`src/rtl/riscv_lsu_pkg.sv`:
```
// rtl/riscv_lsu_pkg.sv - shared types and helpers for the MEM-stage load/store unit
package riscv_lsu_pkg;

  localparam int XLEN = 64;

  typedef enum logic [1:0] {SZ_B, SZ_H, SZ_W, SZ_D} lsu_size_e;

  typedef enum logic [2:0] {IDLE, RD, LD, WR, RESP} lsu_state_e;

  function automatic logic [3:0] size_nbytes(input lsu_size_e size);
    return 4'd1 << size;
  endfunction

endpackage

```
`src/rtl/riscv_lsu_align.sv`:
```
// rtl/riscv_lsu_align.sv - byte lane extract/extend for loads and merge for stores
module riscv_lsu_align
  import riscv_lsu_pkg::*;
(
  input  logic [XLEN-1:0] i_word,
  input  logic [XLEN-1:0] i_wdata,
  input  logic [2:0]      i_off,
  input  lsu_size_e       i_size,
  input  logic            i_unsigned,
  output logic [XLEN-1:0] o_ld_data,
  output logic [XLEN-1:0] o_st_word
);

  logic [XLEN-1:0] w_shifted;
  logic [XLEN-1:0] w_wdata_sh;
  logic [3:0]      w_nbytes;

  assign w_shifted  = i_word >> {i_off, 3'b000};
  assign w_wdata_sh = i_wdata << {i_off, 3'b000};
  assign w_nbytes   = size_nbytes(i_size);

  always_comb begin
    o_ld_data = '0;
    case (i_size)
      SZ_B: o_ld_data = i_unsigned ? {56'd0, w_shifted[7:0]}  : {{56{w_shifted[7]}}, w_shifted[7:0]};
      SZ_H: o_ld_data = i_unsigned ? {48'd0, w_shifted[15:0]} : {{48{w_shifted[15]}}, w_shifted[15:0]};
      SZ_W: o_ld_data = i_unsigned ? {32'd0, w_shifted[31:0]} : {{32{w_shifted[31]}}, w_shifted[31:0]};
      default: o_ld_data = w_shifted;
    endcase
  end

  // Only lanes inside [off, off+nbytes) take the shifted store data; the rest keep the RAM word.
  always_comb begin
    o_st_word = i_word;
    for (int i = 0; i < 8; i++) begin
      if (i >= int'(i_off) && i < int'(i_off) + int'(w_nbytes)) begin
        o_st_word[8*i +: 8] = w_wdata_sh[8*i +: 8];
      end
    end
  end

endmodule

```
`src/rtl/riscv_lsu.sv`:
```
// rtl/riscv_lsu.sv - MEM-stage load/store unit driving a word-addressed 64-bit RAM
module riscv_lsu
  import riscv_lsu_pkg::*;
#(
  parameter int DATA_WIDTH = 64,
  parameter int DATA_DEPTH = 16384,
  parameter int MEM_AW     = $clog2(DATA_DEPTH)
) (
  input  logic                  clk,
  input  logic                  rst,
  input  logic                  req_valid,
  output logic                  req_ready,
  input  logic                  req_we,
  input  logic [1:0]            req_size,
  input  logic                  req_unsigned,
  input  logic [DATA_WIDTH-1:0] req_addr,
  input  logic [DATA_WIDTH-1:0] req_wdata,
  output logic                  resp_valid,
  input  logic                  resp_ready,
  output logic [DATA_WIDTH-1:0] resp_rdata,
  output logic                  resp_err,
  output logic                  mem_we,
  output logic [MEM_AW-1:0]     mem_addr,
  output logic [DATA_WIDTH-1:0] mem_wr_data,
  input  logic [DATA_WIDTH-1:0] mem_rd_data
);

  lsu_state_e            r_state, w_next;
  logic                  r_we;
  lsu_size_e             r_size;
  logic                  r_unsigned;
  logic [2:0]            r_off;
  logic [DATA_WIDTH-1:0] r_wdata;
  logic [MEM_AW-1:0]     r_mem_addr;
  logic [DATA_WIDTH-1:0] r_resp_rdata;
  logic                  r_resp_err;

  logic                  w_accept;
  logic                  w_misaligned;
  logic                  w_out_of_range;
  logic                  w_err;
  lsu_size_e             w_req_size;
  logic [DATA_WIDTH-1:0] w_ld_data;
  logic [DATA_WIDTH-1:0] w_st_word;

  assign w_req_size = lsu_size_e'(req_size);
  assign req_ready  = (r_state == IDLE) && !rst;
  assign w_accept   = req_valid && req_ready;

  always_comb begin
    w_misaligned = 1'b0;
    case (w_req_size)
      SZ_H:    w_misaligned = req_addr[0];
      SZ_W:    w_misaligned = |req_addr[1:0];
      SZ_D:    w_misaligned = |req_addr[2:0];
      default: w_misaligned = 1'b0;
    endcase
  end

  assign w_out_of_range = |req_addr[DATA_WIDTH-1:MEM_AW+3];
  assign w_err          = w_misaligned || w_out_of_range;

  always_ff @(posedge clk) begin
    if (rst) r_state <= IDLE;
    else     r_state <= w_next;
  end

  always_comb begin
    w_next = r_state;
    case (r_state)
      IDLE: begin
        if (w_accept) begin
          if (w_err)                              w_next = RESP;
          else if (req_we && w_req_size == SZ_D)  w_next = WR;
          else                                    w_next = RD;
        end
      end
      RD:      w_next = r_we ? WR : LD;
      LD:      w_next = RESP;
      WR:      w_next = RESP;
      RESP:    w_next = resp_ready ? IDLE : RESP;
      default: w_next = IDLE;
    endcase
  end

  always_ff @(posedge clk) begin
    if (rst) begin
      r_we         <= 1'b0;
      r_size       <= SZ_B;
      r_unsigned   <= 1'b0;
      r_off        <= '0;
      r_wdata      <= '0;
      r_mem_addr   <= '0;
      r_resp_rdata <= '0;
      r_resp_err   <= 1'b0;
    end else begin
      if (w_accept) begin
        r_we         <= req_we;
        r_size       <= w_req_size;
        r_unsigned   <= req_unsigned;
        r_off        <= req_addr[2:0];
        r_wdata      <= req_wdata;
        r_resp_rdata <= '0;
        r_resp_err   <= w_err;
        if (!w_err) r_mem_addr <= req_addr[MEM_AW+2:3];
      end
      if (r_state == LD) r_resp_rdata <= w_ld_data;
    end
  end

  riscv_lsu_align u_align (
    .i_word     (mem_rd_data),
    .i_wdata    (r_wdata),
    .i_off      (r_off),
    .i_size     (r_size),
    .i_unsigned (r_unsigned),
    .o_ld_data  (w_ld_data),
    .o_st_word  (w_st_word)
  );

  // Write strobe and data are decoded from state so a WR cycle overlapping reset still writes once.
  assign mem_we      = (r_state == WR);
  assign mem_wr_data = (r_state == WR) ? w_st_word : '0;
  assign mem_addr    = r_mem_addr;
  assign resp_valid  = (r_state == RESP);
  assign resp_rdata  = r_resp_rdata;
  assign resp_err    = r_resp_err;

endmodule

```
`config.mk`:
```
export PLATFORM = sky130hd
export DESIGN_NAME = riscv_lsu
export DESIGN_NICKNAME = d
export VERILOG_FILES = /design/src/rtl/riscv_lsu_pkg.sv /design/src/rtl/riscv_lsu_align.sv /design/src/rtl/riscv_lsu.sv
export SDC_FILE = /design/constraint.sdc
export NUM_CORES = 1
export LEC_CHECK = 0
export CAP_MARGIN = 30
export CORE_ASPECT_RATIO = 0.7
export CORE_UTILIZATION = 43
export DETAILED_ROUTE_END_ITERATION = 6
export PLACE_DENSITY_LB_ADDON = 0.15
export SYNTH_ARGS = -nofsm -noshare
export SYNTH_HDL_FRONTEND = slang
export SYNTH_SLANG_ARGS = --single-unit
```
`constraint.sdc`:
```
create_clock -name clk -period 4.2 [get_ports clk]
set_clock_uncertainty 0.2 [all_clocks]
set_input_delay 0.63 -clock clk [delete_from_list [all_inputs] [get_ports clk]]
set_output_delay 0.63 -clock clk [all_outputs]
set_load 0.02 [all_outputs]
```
* After elaboration in Yosys (flattened, before gate mapping)
Index checks and enable logic that the tools add are counted.
Storage, ports and cells: register bits after elaboration 153, latch bits 0, RAM bits 0, memory bits (read-only) 0, input bits 200, output and inout bits 146, logic and storage cells 81, memories 0
Cells by class: add/subtract/negate cells 1, multiply operators 0, div/mod/pow operators 0, order comparisons 15, equal/unequal tests 10, shift operators 3, multiplexer cells 22, bitwise gates (word level) 1, reductions and logical operators 20
Operator list (number):
- $mux W64 | 6
- $pmux W64 S3 | 1
- $lt A4 B32 Y1 const A | 4
- $lt A3 B32 Y1 const A | 2
- $mux W8 | 8
- $shl A64 B6 Y64 | 1
- $shr A64 B6 Y64 | 1
- $reduce_or A47 Y1 | 1
- $lt A1 B32 Y1 const A | 1
- $lt A2 B32 Y1 const A | 1
- $pmux W3 S4 | 1
- $logic_and A1 B1 Y1 | 10
- $ge A3 B3 Y1 const A | 3
- $mux W3 | 3
- $eq A2 B2 Y1 const B | 3
- $eq A3 B2 Y1 const B | 2
- $ge A1 B3 Y1 const A | 2
- $ge A2 B3 Y1 const A | 2
- $add A3 B4 Y5 | 1
- $eq A2 B1 Y1 const B | 2
- $reduce_or A2 Y1 | 2
- $shl A1 B2 Y4 const A | 1
- $eq A3 B1 Y1 const B | 1
- $eq A3 B3 Y1 const B | 1
- other kinds (12) | 12

* Longest topological paths before layout
Gate-level depths: netlist of the first run.
depth in word-level cells 6, mapped depth 16, depth with buffers taken out 9

* Modules after synthesis
From an unflattened synthesis of the first run, not the netlist that was laid out.
Second synthesis, totals: cells, all modules 1449, area, all modules 10756.6 um^2
By module, submodules not included:
- riscv_lsu | times used 1, cells each 773, area an instance 6298.5 um^2, sequential area each 3062.9 um^2
- riscv_lsu_align | times used 1, cells each 676, area an instance 4458.0 um^2, sequential area each 0.0 um^2

* Worst setup path before layout of the first run
OpenSTA, ideal clock, no wires.
kind register to output, start point reg r_off[1], end point out mem_wr_data[16], data arrival time 3.596 ns, required time 3.370 ns, path slack -0.226 ns, stages on the path, launching flop included 17, path buffers 9, cell sequence dfxtp_1 buf_6 buf_12 buf_2 buf_2 buf_2 buf_1 xnor2_1 ha_1 nand4b_1 o22a_1 buf_2 a221o_1 clkbuf_1 and2_1 buf_2 a211oi_1
Between the ends: word-level cells in the longest chain between the ends 5, elaborated cells on any way between the ends 7, those cells by class add/sub (1); order compare (2); shift (1); mux (2); reduce/logical (1)
RTL lines:
- start: declaration | RTL line riscv_lsu.sv:32 | logic [2:0] r_off;
- start signal: assignment | RTL line riscv_lsu.sv:101 | r_off <= req_addr[2:0];
- $add A3 B4 Y5 | RTL line riscv_lsu_align.sv:36 | if (i >= int'(i_off) && i < int'(i_off) + int'(w_nbytes)) begin
- $lt A3 B32 Y1 | RTL line riscv_lsu_align.sv:36
- $logic_and A1 B1 Y1 | RTL line riscv_lsu_align.sv:36
- $mux W8 (*) | RTL line riscv_lsu_align.sv:36
- $mux W64 (*) | RTL line riscv_lsu.sv:123 | assign mem_wr_data = (r_state == WR) ? w_st_word : '0;
- end: declaration | RTL line riscv_lsu.sv:24 | output logic [DATA_WIDTH-1:0] mem_wr_data,
Mark *: on every way between the ends. The rest lies on a longest branch, timed or not.

* Worst setup path in the final report of the first run
start point reg r_off[1], end point out mem_wr_data[57]
Between the ends: word-level cells in the longest chain between the ends 4, elaborated cells on any way between the ends 5, those cells by class add/sub (1); order compare (1); shift (1); mux (2)
RTL lines (RTL line):
- $add A3 B4 Y5 | riscv_lsu_align.sv:36
- $lt A4 B32 Y1 | riscv_lsu_align.sv:36
- $mux W8 (*) | riscv_lsu_align.sv:36
- $mux W64 (*) | riscv_lsu.sv:123
Marks and branches as above.

==> results of run 1 <==
state kept, by name (all words and copies together), names as in the netlist:
| signal | count |
|---|---|
| mem_addr | 14 |
| r_off | 3 |
| r_wdata | 64 |
| r_state | 3 |
| r_we | 1 |
| resp_err | 1 |
| r_size | 2 |
| resp_rdata | 64 |
| r_unsigned | 1 |
kinds of logic (layout without fill, tap and decap cells):
kind of cell / Yosys count / after routing / share of synthesized area
adders and majority gates: 2 / 2 / 0.00238
muxes: 138 / 138 / 0.194
and+or+nand+nor: 486 / 486 / 0.224
AOI/OAI and AO/OA: 367 / 367 / 0.229
other: 0 / 3 / 0
DFF: 153 / 153 / 0.292
xor gates and xnor gates: 1 / 1 / 0.000835
buffers and inverters: 135 / 436 / 0.0577
stage by stage:
stage	util	instance area, sq um	cells	setup TNS (ns)	hold WS [ns]
after CTS	0.623	14800	1897	-0.529	0.261
final	0.630	15000	1904	0	0.260
after global routing	0.630	15000	1901	-0.0279	0.285
after floorplan	-	10600	1282	0	0.247
after detailed placement	0.599	14300	1864	0	0.246
after global placement	0.598	14300	1863	-0.0437	0.240
layout make-up:
type	count	area share
multi-input combinational	994	0.467
timing repair buffer	397	0.263
sequential	153	0.205
clock buffer	23	0.0305
tap	318	0.0265
clock inverter	9	0.00617
inverter	7	0.00175
antenna	3	0.000500
timing repair:
item	in CTS	in global routing
setup endpoints to repair	44	38
pin swaps	1	1
gates resized for setup	39	53
setup buffers	1	3
gates cloned	0	1
synthesized netlist by cell type, drive strengths merged, types with 3 or more instances:
master   instances
nand2          252
dfxtp          153
a21oi          120
o21ai           83
clkbuf          78
nand3b          68
mux2i           64
nor2            52
buf             50
mux4            50
nand3           33
a211oi          31
mux2            24
a22o            22
a22oi           21
nand4           16
o31ai           16
nor4            13
o22ai           12
a221oi          11
nand2b          10
nor3            10
nor2b            8
o21a             8
o2bb2ai          7
o311ai           7
or4              6
inv              5
and2             4
or2              4
a221o            3
a31o             3
o211ai           3
or3              3
layer usage:
metal  wire length, um  track usage  share of wire  up-vias
met3              7100        0.160           0.15      116
met2             20600        0.547           0.43      861
met4              1470        0.126          0.030        0
li1                  -            -              -     5325
met5                 0            0              0        -
met1             19200        0.497           0.40     5780
worst max-delay path, stage by stage, from the launching register on:
cell and delay, ns:
dfxtp_4 0.34, buf_4 0.34, buf_16 0.40, mux2_2 0.25
nand2_1 0.05, o21ai_1 0.17, mux2i_1 0.14, a211oi_1 0.39
clkdlybuf4s50_1 0.68
power groups by stage:
stage	clock network (mW)	logic [mW]	registers, mW
finish	1.49	1.25	1.58
detailed placement	0	1.17	1.60
CTS	1.50	1.19	1.57
floorplan	0	0.685	1.57
global placement	0	1.17	1.60
global route	1.56	1.31	1.58
worst max path at each step:
| stage | startpoint | endpoint | depth (start not counted) |
|---|---|---|---|
| after floorplan | r_off[1] | mem_wr_data[48] | 15 |
| after global placement | r_size[1] | mem_wr_data[41] | 11 |
| after detailed placement | r_size[1] | mem_wr_data[47] | 9 |
| after CTS | r_size[1] | mem_wr_data[14] | 9 |
| after global routing | r_size[1] | mem_wr_data[35] | 10 |
| final | r_off[1] | mem_wr_data[57] | 8 |
==> impl_metrics.tcl, run 1 <==
set metrics [dict create \
    synth_ff_type "dfxtp_1" \
    syn-num-nets 1484 \
    relSlewSlack 0.308 \
    synth_edf_count 0 \
    synth_top_area_cell "dfxtp_1" \
    fmax_mhz 245 \
    endpoint_kind "output pin" \
    hold_viol 0 \
    min_period_ns 4.08 \
    p_sw_mw 1.44 \
    drt_iter0_markers 1636 \
    async_reset_ff_frac 0 \
    synth_cells 1282 \
    worst_pin_slew_ns 1.03 \
    p_per_area_mw_per_mm2 288 \
    ys_ff_latch 153 \
    multi_input_area_sq_mm 0.00700 \
    cts_root_buffer "clkbuf_16" \
    drc 1 \
    reg2reg_to "resp_rdata[55]" \
    htreeDepth 4 \
    finish.net_count 1772 \
    pwr-share-comb 0.289 \
    power_mw 4.32 \
    die_area_sq_mm 0.0250 \
    mostFrequentLayoutCell "clkdlybuf4s50_1" \
    antenna_found_initial 4 \
    grt_max_degree 141 \
    avgSynthCellArea_sq_um 8.18 \
    yosysUniqueCellTypes 69 \
    cts_buffer_depth 2 \
    tritoncts "done" \
    start_util 0.441 \
    yosysTopAreaCellShare 0.292 \
    grt_pass1_vias 11256 \
    drt-vias-per-instance 6.35 \
    hold-path-cell-count 2 \
    grt_pass1_wl_um 70200 \
    rrSetupSlack_ns 0.94 \
    hold_path.class "flop to flop" \
    cp_max_fo 86 \
    reg2reg_from "r_off[1]" \
    path_clk_slew_ns 0.06 \
    holdCritStartpoint "resp_rdata[59]" \
    cap_violations 0 \
    finalWorstSetupSlack_ns 0.119 \
    vdd_ir_drop_max_mv 0.335 \
    arrival_ns 3.25 \
    num_vias 12082 \
    numPortBuffers 345 \
    num_rows 47 \
    finalSetupViolCount 0 \
    drive_gt1_frac 0.142 \
    antenna_left 0 \
    min_to "resp_rdata[59]" \
    startpoint_type "flop" \
    fill_cells 2117 \
    io_pins 346 \
    wl_per_cell_um 25.4 \
    p_int_mw 2.88 \
    holdBufCountCts 0 \
    grt_usage 0.376 \
    p_leak_nw 6.09 \
    ys_warn_count 0 \
    final_cell_mix "288 x clkdlybuf4s50_1, 251 x nand2_1, 150 x dfxtp_1" \
    drt-pass1-iter-count 7 \
    period_share 0.972 \
    numCtsBuffers 17 \
    grt_remaining_overflow 0 \
    die_x_um 189 \
    final-seq-area_sq_mm 0.00307 \
    p_clk_frac 0.345 \
    critPathKind "flop to output pin" \
    dp_slack_ns 0.112 \
    core_sq_mm 0.0238 \
    synth_area_leaders "dfxtp_1 29%, mux4_2 11%, nand2_1 9.0%, mux2i_1 6.1%, a21oi_1 5.7%" \
    area_delta_synth_final_pct 43.1 \
    p_seq_frac 0.366 \
    routabilityCongestion 0.968 \
    violations "DRC" \
    seq_area_frac_synth 0.292 \
    slew_viol_final 0 \
    clk_latency_ns 0.44 \
    die_h_um 133 \
    cp.required_ns 3.37 \
    synth_area_sq_mm 0.0105 \
    hpwl_um 36300 \
    outcome "finished with violations" \
    reg2reg_depth 7 \
    numClockSinks 153 \
    switching_share 0.333 \
    routed_wl_um 48300 \
]
No activity file was read; power rests on OpenSTA's default activity.
==> inputs of run 2 (changes only) <==
Settings changed: CTS_CLUSTER_SIZE set to 28.
==> results of run 2 <==
No change in the layout: final DEF, timing and power equal those of run 1.
